**config.mk**
```make
export PLATFORM = sky130hd
export DESIGN_NAME = logic_gate_arbiter
export DESIGN_NICKNAME = d
export VERILOG_FILES = /design/src/rtl/logic_gate_arbiter.sv
export SDC_FILE = /design/constraint.sdc
export NUM_CORES = 1
export LEC_CHECK = 0
export ABC_AREA = 0
export BUFFER_PORTS_ARGS = -buffer_cell sky130_fd_sc_hd__buf_4
export CORE_MARGIN = 4
export CORE_UTILIZATION = 50
export DETAILED_ROUTE_END_ITERATION = 7
export GPL_TIMING_DRIVEN = 0
export HOLD_SLACK_MARGIN = 0.08
export PLACE_DENSITY = 0.8
export SYNTH_ARGS = -nofsm -noshare
export SYNTH_HDL_FRONTEND = slang
export SYNTH_SLANG_ARGS = --single-unit
```
**constraint.sdc**
```tcl
create_clock -name clk -period 3.2 [get_ports clk]
set_input_delay 0.8 -clock clk [delete_from_list [all_inputs] [get_ports clk]]
set_output_delay 0.8 -clock clk [all_outputs]
set_load 0.05 [all_outputs]
```
**src/rtl/logic_gate_arbiter.sv**
```systemverilog
// logic_gate_arbiter
//   Round-robin arbiter for two valid/ready requesters that share one bitwise
//   logic-gate datapath. Each cycle at most one requester is granted. The
//   granted operands are evaluated by the selected gate and registered with
//   the winner's ID and op code into a single-entry result register.
//
// Op codes: 0 AND, 1 OR, 2 NAND, 3 NOR, 4 XOR, 5 XNOR, 6 NOT (~a), 7 reserved (result 0)
//
// Optional feature macro: LOGIC_GATE_ARB_ERR_EN
//   When defined, the res_err output exists and flags a result produced by op 7.
//
// Ports
//   clk, rst_n                       clock, synchronous active-low reset
//   reqN_valid / reqN_ready          requester N handshake (N = 0, 1)
//   reqN_a, reqN_b [WIDTH]           requester N operands
//   reqN_op [3]                      requester N op code
//   res_valid / res_ready            result handshake toward the consumer
//   res_data [WIDTH]                 gate result
//   res_id                           requester that produced res_data
//   res_op [3]                       op code that produced res_data
//   res_err                          illegal-op flag (LOGIC_GATE_ARB_ERR_EN only)

module logic_gate_arbiter #(
  parameter int WIDTH = 8
) (
  input  logic             clk,
  input  logic             rst_n,
  input  logic             req0_valid,
  output logic             req0_ready,
  input  logic [WIDTH-1:0] req0_a,
  input  logic [WIDTH-1:0] req0_b,
  input  logic [2:0]       req0_op,
  input  logic             req1_valid,
  output logic             req1_ready,
  input  logic [WIDTH-1:0] req1_a,
  input  logic [WIDTH-1:0] req1_b,
  input  logic [2:0]       req1_op,
  output logic             res_valid,
  input  logic             res_ready,
  output logic [WIDTH-1:0] res_data,
  output logic             res_id,
  output logic [2:0]       res_op
`ifdef LOGIC_GATE_ARB_ERR_EN
  ,
  output logic             res_err
`endif
);

  typedef enum logic {
    EMPTY = 1'b0,
    FULL  = 1'b1
  } state_t;

  state_t           state_q;
  state_t           state_d;
  logic             last_grant;

  logic             can_load;
  logic             win_vld;
  logic             win_id;
  logic             xfer;

  logic [WIDTH-1:0] sel_a;
  logic [WIDTH-1:0] sel_b;
  logic [2:0]       sel_op;

  logic             vld_p1;
  logic [WIDTH-1:0] data_p1;
  logic             id_p1;
  logic [2:0]       op_p1;
  logic             err_p1;

  function automatic logic [WIDTH-1:0] eval_gate(
    input logic [2:0]       op,
    input logic [WIDTH-1:0] a,
    input logic [WIDTH-1:0] b
  );
    logic [WIDTH-1:0] r;
    case (op)
      3'd0:    r = a & b;
      3'd1:    r = a | b;
      3'd2:    r = ~(a & b);
      3'd3:    r = ~(a | b);
      3'd4:    r = a ^ b;
      3'd5:    r = ~(a ^ b);
      3'd6:    r = ~a;
      default: r = '0;
    endcase
    return r;
  endfunction

  // ---- stage p0: arbitration and operand select (combinational) ----
  assign can_load = (state_q == EMPTY) || res_ready;

  // On contention the requester that did not win last time is chosen.
  always_comb begin
    win_vld = 1'b0;
    win_id  = 1'b0;
    if (req0_valid && req1_valid) begin
      win_vld = 1'b1;
      win_id  = ~last_grant;
    end else if (req0_valid) begin
      win_vld = 1'b1;
      win_id  = 1'b0;
    end else if (req1_valid) begin
      win_vld = 1'b1;
      win_id  = 1'b1;
    end
  end

  // Ready is masked while rst_n is low so that no requester sees a handshake
  // on an edge where the reset discards it.
  assign xfer       = rst_n && can_load && win_vld;
  assign req0_ready = xfer && !win_id;
  assign req1_ready = xfer &&  win_id;

  assign sel_a  = win_id ? req1_a  : req0_a;
  assign sel_b  = win_id ? req1_b  : req0_b;
  assign sel_op = win_id ? req1_op : req0_op;

  always_comb begin
    state_d = state_q;
    case (state_q)
      EMPTY: if (xfer) state_d = FULL;
      FULL: begin
        if (xfer)           state_d = FULL;
        else if (res_ready) state_d = EMPTY;
      end
      default: state_d = EMPTY;
    endcase
  end

  // ---- stage p1: result register ----
  always_ff @(posedge clk) begin
    if (!rst_n) begin
      state_q    <= EMPTY;
      last_grant <= 1'b1;
      data_p1    <= '0;
      id_p1      <= 1'b0;
      op_p1      <= 3'd0;
      err_p1     <= 1'b0;
    end else begin
      state_q <= state_d;
      if (xfer) begin
        last_grant <= win_id;
        data_p1    <= eval_gate(sel_op, sel_a, sel_b);
        id_p1      <= win_id;
        op_p1      <= sel_op;
        err_p1     <= (sel_op == 3'd7);
      end
    end
  end

  assign vld_p1    = (state_q == FULL);
  assign res_valid = vld_p1;
  assign res_data  = data_p1;
  assign res_id    = id_p1;
  assign res_op    = op_p1;

`ifdef LOGIC_GATE_ARB_ERR_EN
  assign res_err = err_p1;
`else
  // Illegal-op flag is computed but not exported in this build.
  logic err_unused;
  assign err_unused = err_p1;
`endif

endmodule

```
-- Yosys cells after proc, flatten, opt, wreduce, memory -nomap -nowiden
Index checks and enable logic that the tools add are counted.
- equal/unequal tests: 6
- muxes and demuxes: 13
- bitwise gates (word level): 9
- reduce and logical (&&, ||, !) cells: 8
- operator list (kind ; count):
    8-bit case mux with 7 select lines ; 1
    8-bit inverter ; 4
    8-bit 2-to-1 mux ; 2
    3-bit equality test (second input constant) ; 3
    8-bit bitwise AND ; 1
    1-bit 2-to-1 mux ; 8
    8-bit bitwise OR ; 1
    8-bit XOR ; 1
    3-bit by 2-bit equality test with 1-bit output (second input constant) ; 2
    1-bit logical AND ; 5
    3-bit by 1-bit equality test with 1-bit output (second input constant) ; 1
    3-bit logical NOT ; 1
    3-bit 2-to-1 mux ; 1
    1-bit inverter ; 2
    1-bit case mux with 2 select lines ; 1
    1-bit logical NOT ; 1
    1-bit logical OR ; 1
- register bits after elaboration: 14
- input port bits: 43
- output and inout bits: 15
- logic and storage cells: 41

-- Depth between registers and ports, before layout
- word-level depth: 7
- mapped depth: 12
- mapped depth without buffers: 9

-- Worst setup path before layout
Ideal clock, no wire load.
- path type: input port to output port
- from: input req0_valid
- to: output req0_ready
- arrival: 2.121 ns
- required time: 2.400 ns
- slack: 0.279 ns
- stages on the path: 5
- path buffers: 2
- cells stage by stage: o21ai_0 > or2_2 > buf_2 > buf_2 > nor2_1
- word-level cells in the longest chain between the ends: 4
- elaborated cells on any way between the ends: 8
- classes of those cells: mux (4); reduce/logical (4)
- RTL lines (what ; RTL line ; source):
    start: declaration ; 28 ; input logic req0_valid,
    1-bit 2-to-1 mux / 1-bit logical AND (equally long branches) ; 102, 99 ;
    1-bit 2-to-1 mux ; 99 ; if (req0_valid && req1_valid) begin
    1-bit logical AND / 1-bit logical NOT (equally long branches) ; 113, 114 ;
    1-bit logical AND * ; 114 ; assign req0_ready = xfer && !win_id;
    end: declaration ; 29 ; output logic req0_ready,
Mark *: on every way between the ends. The rest lies on a longest branch, timed or not.

-- Worst setup path in the final report
Ends and elaborated chain as after synthesis.

==> impl_metrics.json <==
{
  "design.portCount": 58,
  "nNetsFinal": 345,
  "max_freq_ghz": 0.339,
  "netlist.area_leader.share": 0.168,
  "endpoint_kind": "primary output",
  "synth-edff-count": 0,
  "root_buffer": "clkbuf_4",
  "critPathBufInv": 4,
  "dieArea_sq_um": 4330,
  "synthCells": 226,
  "busiest_layer": "met2",
  "met2_usage": 0.409,
  "synth_cell_types": 42,
  "power_density_nw_per_um2": 315,
  "hpwl_um": 3770,
  "min_period_over_period": 0.922,
  "drive_gt1_frac": 0.256,
  "core_sq_um": 3130,
  "worstSetupPathType": "input pin to primary output",
  "skew_ps": 1.98,
  "synth-adder-area-share": 0.120,
  "yosysTopAreaCell": "dfxtp_1",
  "routedWlPerCell_um": 14.7,
  "post-route-util": 0.696,
  "finalSetupViolations": 0,
  "final_common_cell": "buf_4",
  "muxShareOfSynthArea": 0.119,
  "antenna_found_initial": 0,
  "cpMostUsedCell": "buf_4",
  "yosysWarnings": 0,
  "synth.ff_latch_count": 14,
  "row_count": 20,
  "path_max_fanout": 10,
  "final_max_slew_viol_count": 0,
  "whs_ps": 494,
  "yosysSeqAreaShare": 0.168,
  "startpoint_type": "input pin",
  "grt_overflow": 0,
  "hold_viol_final": 0,
  "critPathSlowestCell": "clkbuf_1",
  "dr.first_iter.drc_count": 187,
  "start_util": 0.534,
  "htree_levels": 1,
  "worstMarginPinSlew_ps": 633,
  "die_w_um": 65.8,
  "cts_tree": "built",
  "vias": 1860,
  "synth_compound_area_frac": 0.250,
  "fin_crit_ps": 2950,
  "clk_latency_ps": 280,
  "cts_buffer_depth": 2,
  "synth_top_family_by_area": "compound AO/OA/AOI/OAI gates",
  "grt_use_met3": 0.0221,
  "setup_tns_ps": 0,
  "cellLeakagePower_nw": 1.06,
  "synthesis.area_sq_um": 1670,
  "status": "complete, no violations",
  "numCtsBuffers": 3,
  "critPathArrivalTime_ps": 2150,
  "post_cts_buffers": 0,
  "synthArstFlopShare": 0,
  "grt_pass1_wl_um": 8000,
  "syn_to_final_growth_pct": 30.3,
  "clock-sinks": 14,
  "die_h_um": 65.8,
  "max_stage_delay_ps": 410,
  "antenna_cells": 0,
  "grt_max_degree": 11,
  "layout_common_cells": "55 x buf_4, 45 x nand2_1, 20 x inv_1",
  "critPathRequiredTime_ps": 2400,
  "grt_pass1_vias": 1766,
  "drc": 0,
  "antenna_left": 0,
  "dr.pass1.iters": 4,
  "ir_worst_vdd_mv": 0.198,
  "rsz0062_at_grt": "false",
  "synth-xor-area-share": 0.0367,
  "path_cells": "buf_4 > a21boi_2 > clkbuf_1 > clkbuf_2 > nor2_1 > buf_4",
  "finalWeightedCongestion": 0.895,
  "grt.total_usage": 0.235,
  "path_clk_slew_ps": 90,
  "totalPowerFinal_mw": 0.685,
  "maxSlewHeadroom": 0.576,
  "synth_ff_type": "dfxtp_1",
  "maxCapViolCount": 0,
  "post_synth.cell_area_avg_sq_um": 7.39,
  "routed_wl_um": 4850,
  "viasPerCell": 5.65,
  "holdBufCountCts": 0,
  "io_buffers": 55,
  "yosys-top-cells-area": "dfxtp_1 17%, ha_1 12%, nand2_1 10%",
  "yosys.area_share.simple": 0.231,
  "synthesis.nets": 285,
  "path_delay_family": "buffers and inverters",
  "hp-class": "flop to flop",
  "met1_usage": 0.305
}
==> state kept, by name, indices dropped and copies added (netlist names) <==
register	count
last_grant	1
res_data	8
res_op	3
res_valid	1
res_id	1
==> report_power, final <==
part	internal (mW)	switching [mW]	leakage, nW
Clock	0.0693	0.0614	0.0210
Sequential	0.188	0.00964	0.115
Combinational	0.153	0.203	0.927
Total	0.411	0.274	1.06
==> cell usage after synthesis, types with 2 or more instances <==
cell type  instances
nand2_1           45
inv_1             20
ha_1              16
dfxtp_1           14
mux2i_1           14
nor2_1            13
o21ai_0           12
a2bb2oi_1          8
xnor2_1            7
a21oi_1            5
a31oi_1            5
clkbuf_1           5
nand3_1            5
nor2b_1            5
a211oi_1           4
and2_1             4
nor3b_1            4
o22ai_1            4
a22oi_1            3
a221oi_1           2
buf_2              2
buf_6              2
mux2_2             2
nand2b_1           2
nand3b_1           2
nor3_1             2
o21a_1             2
o2bb2ai_1          2
or3_1              2
==> stage by stage <==
stage               instances  worst slack (ps)  instance area (sq um)
CTS                       329               118                   2170
detailed placement        325              76.9                   2140
floorplan                 226               279                   1670
global route              329               133                   2180
finish                    329               249                   2180
global placement          325              67.4                   2140
==> cells by family after synthesis <==
kind of cell / after synthesis
flip-flops: 14
multiplexers: 18
XOR/XNOR: 7
AO/OA/AOI/OAI: 57
buffers and inverters: 29
AND/OR/NAND/NOR: 85
adder cells (fa/ha/maj): 16
==> worst register-to-register path, stage by stage, from the launching register on <==
cell       delay, ps
dfxtp_1          410
a21bo_4          190
buf_6            170
buf_6            170
clkbuf_1         370
nand2_1           90
and2_1           190
ha_1             250
a2bb2oi_1        160
o22ai_1          110
a211oi_1         230
a31oi_1          120
==> final cells by class <==
type                    instances  area [sq um]
repair buffers                 55           413
flip-flops and latches         14           280
well taps                      44          55.1
fillers                       275           952
plain buffers                   9          52.6
clock buffers                   4          36.3
multi-input cells             183          1260
inverters                      20          75.1
==> what timing repair did <==
action	4_1_cts	5_1_grt
gates resized for setup	0	2
setup endpoints to repair	0	1
hold endpoints to repair	0	0
==> worst paths after layout <==
kind	end	slack, ps	from	cells past startpoint
max	req0_ready	250	req0_valid	6
min	res_op[1]	490	res_op[1]	2
max reg2reg	res_data[6]	640	last_grant	11
min reg2reg	res_op[1]	490	res_op[1]	2
==> routing by layer <==
layer	up-vias	share of wire
met5	-	0
li1	918	-
met1	867	0.44
met3	5	0.065
met4	0	0.0078
met2	70	0.49
Power figures use the tool's default switching activity.
